## config.mk

```make
export PLATFORM = sky130hd
export DESIGN_NAME = ah_addr_range_decoder_flat
export DESIGN_NICKNAME = d
export VERILOG_FILES = /design/src/rtl/ah_addr_range_decoder_pkg.sv /design/src/rtl/ah_addr_range_decoder_if.sv /design/src/rtl/ah_addr_range_decoder_range_cmp.sv /design/src/rtl/ah_addr_range_decoder.sv /design/src/flat_wrapper.sv
export SDC_FILE = /design/constraint.sdc
export NUM_CORES = 2
export LEC_CHECK = 0
export BUFFER_PORTS_ARGS = -buffer_cell sky130_fd_sc_hd__buf_2
export CAP_MARGIN = 5
export CORE_AREA = 4 4 231 278
export CTS_BUF_LIST = sky130_fd_sc_hd__clkbuf_4
export CTS_CLUSTER_DIAMETER = 150
export CTS_CLUSTER_SIZE = 24
export DETAILED_ROUTE_END_ITERATION = 10
export DIE_AREA = 0 0 235 282
export GPL_TIMING_DRIVEN = 0
export PLACE_DENSITY_LB_ADDON = 0.12
export RECOVER_POWER = 50
export SLEW_MARGIN = 20
export SYNTH_ARGS = -nofsm -noshare
export SYNTH_HDL_FRONTEND = slang
export SYNTH_SLANG_ARGS = --single-unit
```

## constraint.sdc

```tcl
create_clock -name clk -period 3.3 [get_ports clk]
set_input_delay 0.495 -clock clk [delete_from_list [all_inputs] [get_ports clk]]
set_output_delay 0.495 -clock clk [all_outputs]
set_load 0.02 [all_outputs]
```

## src/rtl/ah_addr_range_decoder_pkg.sv

```systemverilog
// ah_dec_pkg: shared widths, window-entry type and priority encoder for the address-range decoder.
package ah_dec_pkg;

    localparam int AH_ADDR_W      = 24;
    localparam int AH_NUM_CLIENTS = 12;
    localparam int AH_ERR_CNT_W   = 16;

    typedef struct packed {
        logic                 en;
        logic [AH_ADDR_W-1:0] base;
        logic [AH_ADDR_W-1:0] limit;
    } ah_range_entry_t;

    function automatic logic [4:0] ah_prio_enc(input logic [31:0] v);
        logic [4:0] r;
        r = '0;
        for (int i = 31; i >= 0; i--) if (v[i]) r = 5'(i);
        return r;
    endfunction

endpackage

```

## src/rtl/ah_addr_range_decoder_if.sv

```systemverilog
// ah_addr_range_decoder_if: config, ingress, result and status signals of the address-range decoder.
interface ah_addr_range_decoder_if
    import ah_dec_pkg::*;
#(
    parameter int ADDR_W      = AH_ADDR_W,
    parameter int NUM_CLIENTS = AH_NUM_CLIENTS,
    parameter int ERR_CNT_W   = AH_ERR_CNT_W
);
    localparam int IDX_W = NUM_CLIENTS > 1 ? $clog2(NUM_CLIENTS) : 1;

    logic                   cfg_wr;
    logic [IDX_W-1:0]       cfg_idx;
    logic [ADDR_W-1:0]      cfg_base;
    logic [ADDR_W-1:0]      cfg_limit;
    logic                   cfg_en;
    logic                   in_valid;
    logic                   in_ready;
    logic [ADDR_W-1:0]      in_addr;
    logic                   out_valid;
    logic                   out_ready;
    logic [NUM_CLIENTS-1:0] out_hit_vec;
    logic [IDX_W-1:0]       out_idx;
    logic                   out_multi;
    logic                   out_err;
    logic                   err_clr;
    logic [ERR_CNT_W-1:0]   err_cnt;

    modport master (
        output cfg_wr, cfg_idx, cfg_base, cfg_limit, cfg_en, in_valid, in_addr, out_ready, err_clr,
        input  in_ready, out_valid, out_hit_vec, out_idx, out_multi, out_err, err_cnt
    );

    modport slave (
        input  cfg_wr, cfg_idx, cfg_base, cfg_limit, cfg_en, in_valid, in_addr, out_ready, err_clr,
        output in_ready, out_valid, out_hit_vec, out_idx, out_multi, out_err, err_cnt
    );

endinterface

```

## src/rtl/ah_addr_range_decoder_range_cmp.sv

```systemverilog
// ah_range_cmp: single inclusive [base,limit] window match; an inverted window never matches.
module ah_range_cmp
    import ah_dec_pkg::*;
(
    input  ah_range_entry_t      entry_i,
    input  logic [AH_ADDR_W-1:0] addr_i,
    output logic                 hit_o
);

    assign hit_o = entry_i.en && (entry_i.base <= addr_i) && (addr_i <= entry_i.limit);

endmodule

```

## src/rtl/ah_addr_range_decoder.sv

```systemverilog
// ah_addr_range_decoder: programmable window table, registered decode stage and saturating error counter.
module ah_addr_range_decoder
    import ah_dec_pkg::*;
#(
    parameter int NUM_CLIENTS = AH_NUM_CLIENTS,
    parameter int ERR_CNT_W   = AH_ERR_CNT_W
)(
    input logic                    clk,
    input logic                    rst,
    ah_addr_range_decoder_if.slave dec_if
);

    localparam int IDX_W = NUM_CLIENTS > 1 ? $clog2(NUM_CLIENTS) : 1;
    localparam ah_range_entry_t RST_ENTRY = '{1'b0, {AH_ADDR_W{1'b1}}, {AH_ADDR_W{1'b0}}};

    ah_range_entry_t        tbl_q [NUM_CLIENTS];
    ah_range_entry_t        tbl_d [NUM_CLIENTS];
    logic [NUM_CLIENTS-1:0] hit;
    logic [NUM_CLIENTS-1:0] hit_q, hit_d;
    logic [IDX_W-1:0]       idx_q, idx_d;
    logic                   multi_q, multi_d;
    logic                   err_q, err_d;
    logic                   valid_q, valid_d;
    logic [ERR_CNT_W-1:0]   cnt_q, cnt_d;
    logic                   accept;
    logic                   xfer;

    for (genvar c = 0; c < NUM_CLIENTS; c++) begin : g_cmp
        ah_range_cmp u_cmp (
            .entry_i (tbl_q[c]),
            .addr_i  (dec_if.in_addr),
            .hit_o   (hit[c])
        );
    end

    assign dec_if.in_ready = ~valid_q | dec_if.out_ready;
    assign accept          = dec_if.in_valid & dec_if.in_ready;
    assign xfer            = valid_q & dec_if.out_ready;

    // Table writes land at the clock edge, so an input accepted alongside a write sees the old entry.
    always_comb begin
        for (int i = 0; i < NUM_CLIENTS; i++)
            tbl_d[i] = (dec_if.cfg_wr && dec_if.cfg_idx == IDX_W'(i))
                     ? ah_range_entry_t'({dec_if.cfg_en, dec_if.cfg_base, dec_if.cfg_limit})
                     : tbl_q[i];
        valid_d = accept | (valid_q & ~dec_if.out_ready);
        hit_d   = accept ? hit : hit_q;
        idx_d   = accept ? IDX_W'(ah_prio_enc(32'(hit))) : idx_q;
        multi_d = accept ? |(hit & (hit - NUM_CLIENTS'(1))) : multi_q;
        err_d   = accept ? ~|hit : err_q;
        cnt_d   = dec_if.err_clr ? '0
                : (xfer && err_q && ~&cnt_q) ? cnt_q + ERR_CNT_W'(1)
                : cnt_q;
    end

    always_ff @(posedge clk) begin
        if (rst) begin
            for (int i = 0; i < NUM_CLIENTS; i++) tbl_q[i] <= RST_ENTRY;
            valid_q <= 1'b0;
            hit_q   <= '0;
            idx_q   <= '0;
            multi_q <= 1'b0;
            err_q   <= 1'b0;
            cnt_q   <= '0;
        end else begin
            tbl_q   <= tbl_d;
            valid_q <= valid_d;
            hit_q   <= hit_d;
            idx_q   <= idx_d;
            multi_q <= multi_d;
            err_q   <= err_d;
            cnt_q   <= cnt_d;
        end
    end

    assign dec_if.out_valid   = valid_q;
    assign dec_if.out_hit_vec = hit_q;
    assign dec_if.out_idx     = idx_q;
    assign dec_if.out_multi   = multi_q;
    assign dec_if.out_err     = err_q;
    assign dec_if.err_cnt     = cnt_q;

endmodule
```

## src/flat_wrapper.sv

```systemverilog
// flat-port wrapper written by rule: the top's interface ports become plain ports
module ah_addr_range_decoder_flat import ah_dec_pkg::*;
#(
    parameter int NUM_CLIENTS = AH_NUM_CLIENTS,
    parameter int ERR_CNT_W   = AH_ERR_CNT_W
)
  (clk, rst, dec_if_cfg_wr, dec_if_cfg_idx, dec_if_cfg_base, dec_if_cfg_limit, dec_if_cfg_en, dec_if_in_valid, dec_if_in_addr, dec_if_out_ready, dec_if_err_clr, dec_if_in_ready, dec_if_out_valid, dec_if_out_hit_vec, dec_if_out_idx, dec_if_out_multi, dec_if_out_err, dec_if_err_cnt);
  ah_addr_range_decoder_if #(.NUM_CLIENTS(NUM_CLIENTS), .ERR_CNT_W(ERR_CNT_W)) dec_if_i ();
  input logic clk;
  input logic rst;
  input wire logic [$bits(dec_if_i.cfg_wr)-1:0] dec_if_cfg_wr;
  input wire logic [$bits(dec_if_i.cfg_idx)-1:0] dec_if_cfg_idx;
  input wire logic [$bits(dec_if_i.cfg_base)-1:0] dec_if_cfg_base;
  input wire logic [$bits(dec_if_i.cfg_limit)-1:0] dec_if_cfg_limit;
  input wire logic [$bits(dec_if_i.cfg_en)-1:0] dec_if_cfg_en;
  input wire logic [$bits(dec_if_i.in_valid)-1:0] dec_if_in_valid;
  input wire logic [$bits(dec_if_i.in_addr)-1:0] dec_if_in_addr;
  input wire logic [$bits(dec_if_i.out_ready)-1:0] dec_if_out_ready;
  input wire logic [$bits(dec_if_i.err_clr)-1:0] dec_if_err_clr;
  output wire logic [$bits(dec_if_i.in_ready)-1:0] dec_if_in_ready;
  output wire logic [$bits(dec_if_i.out_valid)-1:0] dec_if_out_valid;
  output wire logic [$bits(dec_if_i.out_hit_vec)-1:0] dec_if_out_hit_vec;
  output wire logic [$bits(dec_if_i.out_idx)-1:0] dec_if_out_idx;
  output wire logic [$bits(dec_if_i.out_multi)-1:0] dec_if_out_multi;
  output wire logic [$bits(dec_if_i.out_err)-1:0] dec_if_out_err;
  output wire logic [$bits(dec_if_i.err_cnt)-1:0] dec_if_err_cnt;
  assign dec_if_i.cfg_wr = dec_if_cfg_wr;
  assign dec_if_i.cfg_idx = dec_if_cfg_idx;
  assign dec_if_i.cfg_base = dec_if_cfg_base;
  assign dec_if_i.cfg_limit = dec_if_cfg_limit;
  assign dec_if_i.cfg_en = dec_if_cfg_en;
  assign dec_if_i.in_valid = dec_if_in_valid;
  assign dec_if_i.in_addr = dec_if_in_addr;
  assign dec_if_i.out_ready = dec_if_out_ready;
  assign dec_if_i.err_clr = dec_if_err_clr;
  assign dec_if_in_ready = dec_if_i.in_ready;
  assign dec_if_out_valid = dec_if_i.out_valid;
  assign dec_if_out_hit_vec = dec_if_i.out_hit_vec;
  assign dec_if_out_idx = dec_if_i.out_idx;
  assign dec_if_out_multi = dec_if_i.out_multi;
  assign dec_if_out_err = dec_if_i.out_err;
  assign dec_if_err_cnt = dec_if_i.err_cnt;
  ah_addr_range_decoder #(.NUM_CLIENTS(NUM_CLIENTS), .ERR_CNT_W(ERR_CNT_W)) u_core (.clk(clk), .rst(rst), .dec_if(dec_if_i));
endmodule
```

==> results.sh <==
export IMPL_status="finished clean"
export IMPL_synth_seq_cells=623
export IMPL_syn_num_nets=5274
export IMPL_synth_area_leaders="dfxtp_1 (35%), ha_1 (20%), nand2_1 (13%)"
export IMPL_final_area_um2=39510
export IMPL_cp_slowest_stage_delay_ns=0.55
export IMPL_startpoint_type="primary input"
export IMPL_fp_dieW_um=235
export IMPL_drt_initial_drc_count=3070
export IMPL_place_area_um2=37760
export IMPL_synth_distinct_cells=69
export IMPL_cts_max_path_buffers=3
export IMPL_path_max_fanout=13
export IMPL_worstPathArrival_ns=4.20
export IMPL_vias=34218
export IMPL_synth_flop_cell="dfxtp_1"
export IMPL_finalSetupViolations=0
export IMPL_synth_cells=4614
export IMPL_cts_sinks=623
export IMPL_clk_latency_ns=0.97
export IMPL_synth_area_leader_cell="dfxtp_1"
export IMPL_port_buffers=118
export IMPL_overflow=0
export IMPL_power_density_nw_per_um2=328.5
export IMPL_fin_hold_ws_ns=0.09682
export IMPL_peakVddDrop_v=0.0003456
export IMPL_die_area_um2=66270
export IMPL_num_rows=100
export IMPL_first_global_vias=31471
export IMPL_tightest_slew_ns=1.373
export IMPL_dp_final_hpwl_mm=85.99
export IMPL_worst_slack_ns=0.01475
export IMPL_synth_warnings=0
export IMPL_clock_root_buffer="clkbuf_4"
export IMPL_syn_cell_area_um2=36100
export IMPL_syn_mean_instance_area_um2=7.825
export IMPL_seq_area_frac_synth_pct=34.55
export IMPL_area_growth_pct=9.447
export IMPL_worstPathRequired_ns=4.22
export IMPL_path_clk_slew_ns=0.25
export IMPL_max_freq_ghz=0.3044
export IMPL_finalHoldViolations=0
export IMPL_fp_coreArea_um2=61680
export IMPL_yosys_area_top_type_share_pct=34.55
export IMPL_dpl_worst_slack_ns=-1.839
export IMPL_min_path_type="in -> reg"
export IMPL_vias_per_cell=5.970
export IMPL_die_y_um=282
export IMPL_cts_made_buffers=29
export IMPL_path_cells="buf_2, clkinvlp_4, ha_1, nand4_1, nor3_1, o21ai_0, o2111a_1, o211ai_1, or2_2, nand4_1, or4_1, a21oi_1"
export IMPL_finalNetCount=5572
export IMPL_power_leakage_nw=15.90
export IMPL_crit_path_frequent_cell="nand4_1"
export IMPL_fin_crit_sh_pct=99.55
export IMPL_grtUsageTotal_pct=36.51
export IMPL_grt_max_degree=25
export IMPL_stdcell_count=5732
export IMPL_crit_type="in -> reg"
export IMPL_cp_slowest_cell="buf_2"
export IMPL_synth_edf_count=0
export IMPL_postRouteAntennaNets=0
export IMPL_antenna_found_initial=3
export IMPL_async_flop_share_pct=0
export IMPL_start_util_pct=58.53
export IMPL_final_setup_tns_ns=0
export IMPL_n_fill_cell=5601
export IMPL_drc_errors=0
export IMPL_rsz0062_at_grt="false"
export IMPL_first_pass_iters=6
export IMPL_wirelength_mm=125.9
export IMPL_relSlewSlack_pct=7.777
export IMPL_place_congestion=0.9461
export IMPL_period_needed_ns=3.285
export IMPL_rrSetupSlack_ns=0.05
export IMPL_h_tree_depth=1
export IMPL_slew_viol_final=0
export IMPL_worst_setup_path_end_kind="flip-flop"
export IMPL_cts_tree="built"
export IMPL_place_inst=5550
export IMPL_drive_gt1_share_pct=6.026
export IMPL_io_pins=119
export IMPL_grt_pass1_wl_mm=187.7
export IMPL_fin_worst_skew_ns=0.07330
export IMPL_maxCapViolations=0
export IMPL_detail_route_wl_per_cell_um=21.96
==> worst paths after layout <==
check,startpoint,endpoint,depth (start not counted)
worst max-delay path,dec_if_in_addr[6],u_core.dec_if.out_err,12
worst min-delay path,dec_if_out_ready,u_core.dec_if.err_cnt[12],5
worst max register to register,u_core.tbl_q[382],u_core.dec_if.out_err,10
worst min register to register,u_core.tbl_q[414],u_core.tbl_q[414],2
==> timing repair <==
item	CTS	global route
setup endpoints to repair	8	6
setup buffers	88	7
resized for setup	29	29
pin swaps	0	3
hold buffers	52	0
hold endpoints to repair	101	0
==> metal layers <==
layer  track usage [%]  wire [um]
met5                 0         14
met4             22.82       9855
met3             4.559      10510
met2             60.41      56640
met1             45.59      48840
==> power by group <==
part           internal (mW)  leakage (nW)  switching (mW)
Combinational          0.873          10.7            1.57
Sequential              7.68          5.05          0.0690
Clock                  0.417         0.142            2.38
==> synthesized netlist by cell type, types with 4 or more instances <==
master / instances
buf_1: 12
o21ai_0: 72
o31ai_1: 9
o2111ai_1: 5
a21boi_0: 7
o221ai_1: 8
o211ai_1: 26
and3_1: 8
nand2b_1: 8
o31a_1: 5
a211oi_1: 27
o21bai_1: 6
nor2b_1: 36
a211o_1: 21
clkbuf_1: 232
nor2_1: 113
nand3_1: 55
a221oi_1: 9
a21o_1: 49
a31oi_1: 7
o21a_1: 8
ha_1: 577
and4_1: 15
nand4_1: 127
a221o_1: 4
nand2_1: 1292
nor4_1: 14
a21oi_1: 525
nor3_1: 24
xor2_1: 11
nand3b_1: 279
inv_1: 335
or3_1: 5
dfxtp_1: 623
==> state kept, by name (all words and copies together), names as in the netlist <==
register / cells
u_core.tbl_q: 588
u_core.dec_if.err_cnt: 16
u_core.dec_if.out_hit_vec: 12
u_core.dec_if.out_idx: 4
u_core.dec_if.out_err: 1
u_core.dec_if.out_multi: 1
u_core.dec_if.out_valid: 1
==> placed cells by master, fill, tap and decap left out, types with 26 or more instances in the layout <==
cell,instances
o21ai_0,70
nand3b_1,279
a21o_1,49
nand3_1,55
buf_2,97
buf_4,89
inv_1,311
nor2b_1,36
clkbuf_4,46
dfxtp_1,623
a21oi_1,525
dlygate4sd3_1,52
nand2_1,1292
ha_1,577
clkbuf_1,237
o211ai_1,26
nor2_1,113
a211oi_1,26
nand4_1,127
==> critical path, delay by kind of cell <==
| family | cells | cell delay [ns] |
|---|---|---|
| buffers and inverters | 2 | 0.91 |
| adders and majority gates | 1 | 0.37 |
| and+or+nand+nor | 5 | 1.34 |
| AOI/OAI and AO/OA | 4 | 1.04 |
==> cell type report <==
| cell class | instances | area, um2 | share of cell area (%) |
|---|---|---|---|
| buffer | 245 | 934.6 | 2.365 |
| antenna | 4 | 10.01 | 0.02533 |
| multi-input combinational | 3411 | 21540 | 54.50 |
| clock buffer | 30 | 225.2 | 0.5700 |
| inverter | 335 | 1348 | 3.410 |
| timing repair buffer | 267 | 1964 | 4.971 |
| tap | 816 | 1021 | 2.584 |
| clock inverter | 1 | 3.754 | 0.009499 |
| sequential | 623 | 12470 | 31.56 |
==> logic make-up after synthesis <==
family	Yosys count	share of synthesized area (%)
flops	623	34.55
buf+inv	580	6.051
xor+xnor	14	0.3396
simple gates	1997	25.75
mux	1	0.02773
compound gates	821	13.26
fa+ha+maj	578	20.02
==> per-stage QoR <==
| step | utilization, % | power, mW |
|---|---|---|
| final | 64.06 | 12.98 |
| after floorplan | - | 9.187 |
| after global routing | 64.05 | 13.44 |
| after detailed placement | 61.21 | 10.07 |
| after CTS | 63.77 | 12.90 |
| after global placement | 61.14 | 10.01 |
Note: power is estimated with default switching activity, not from simulation.
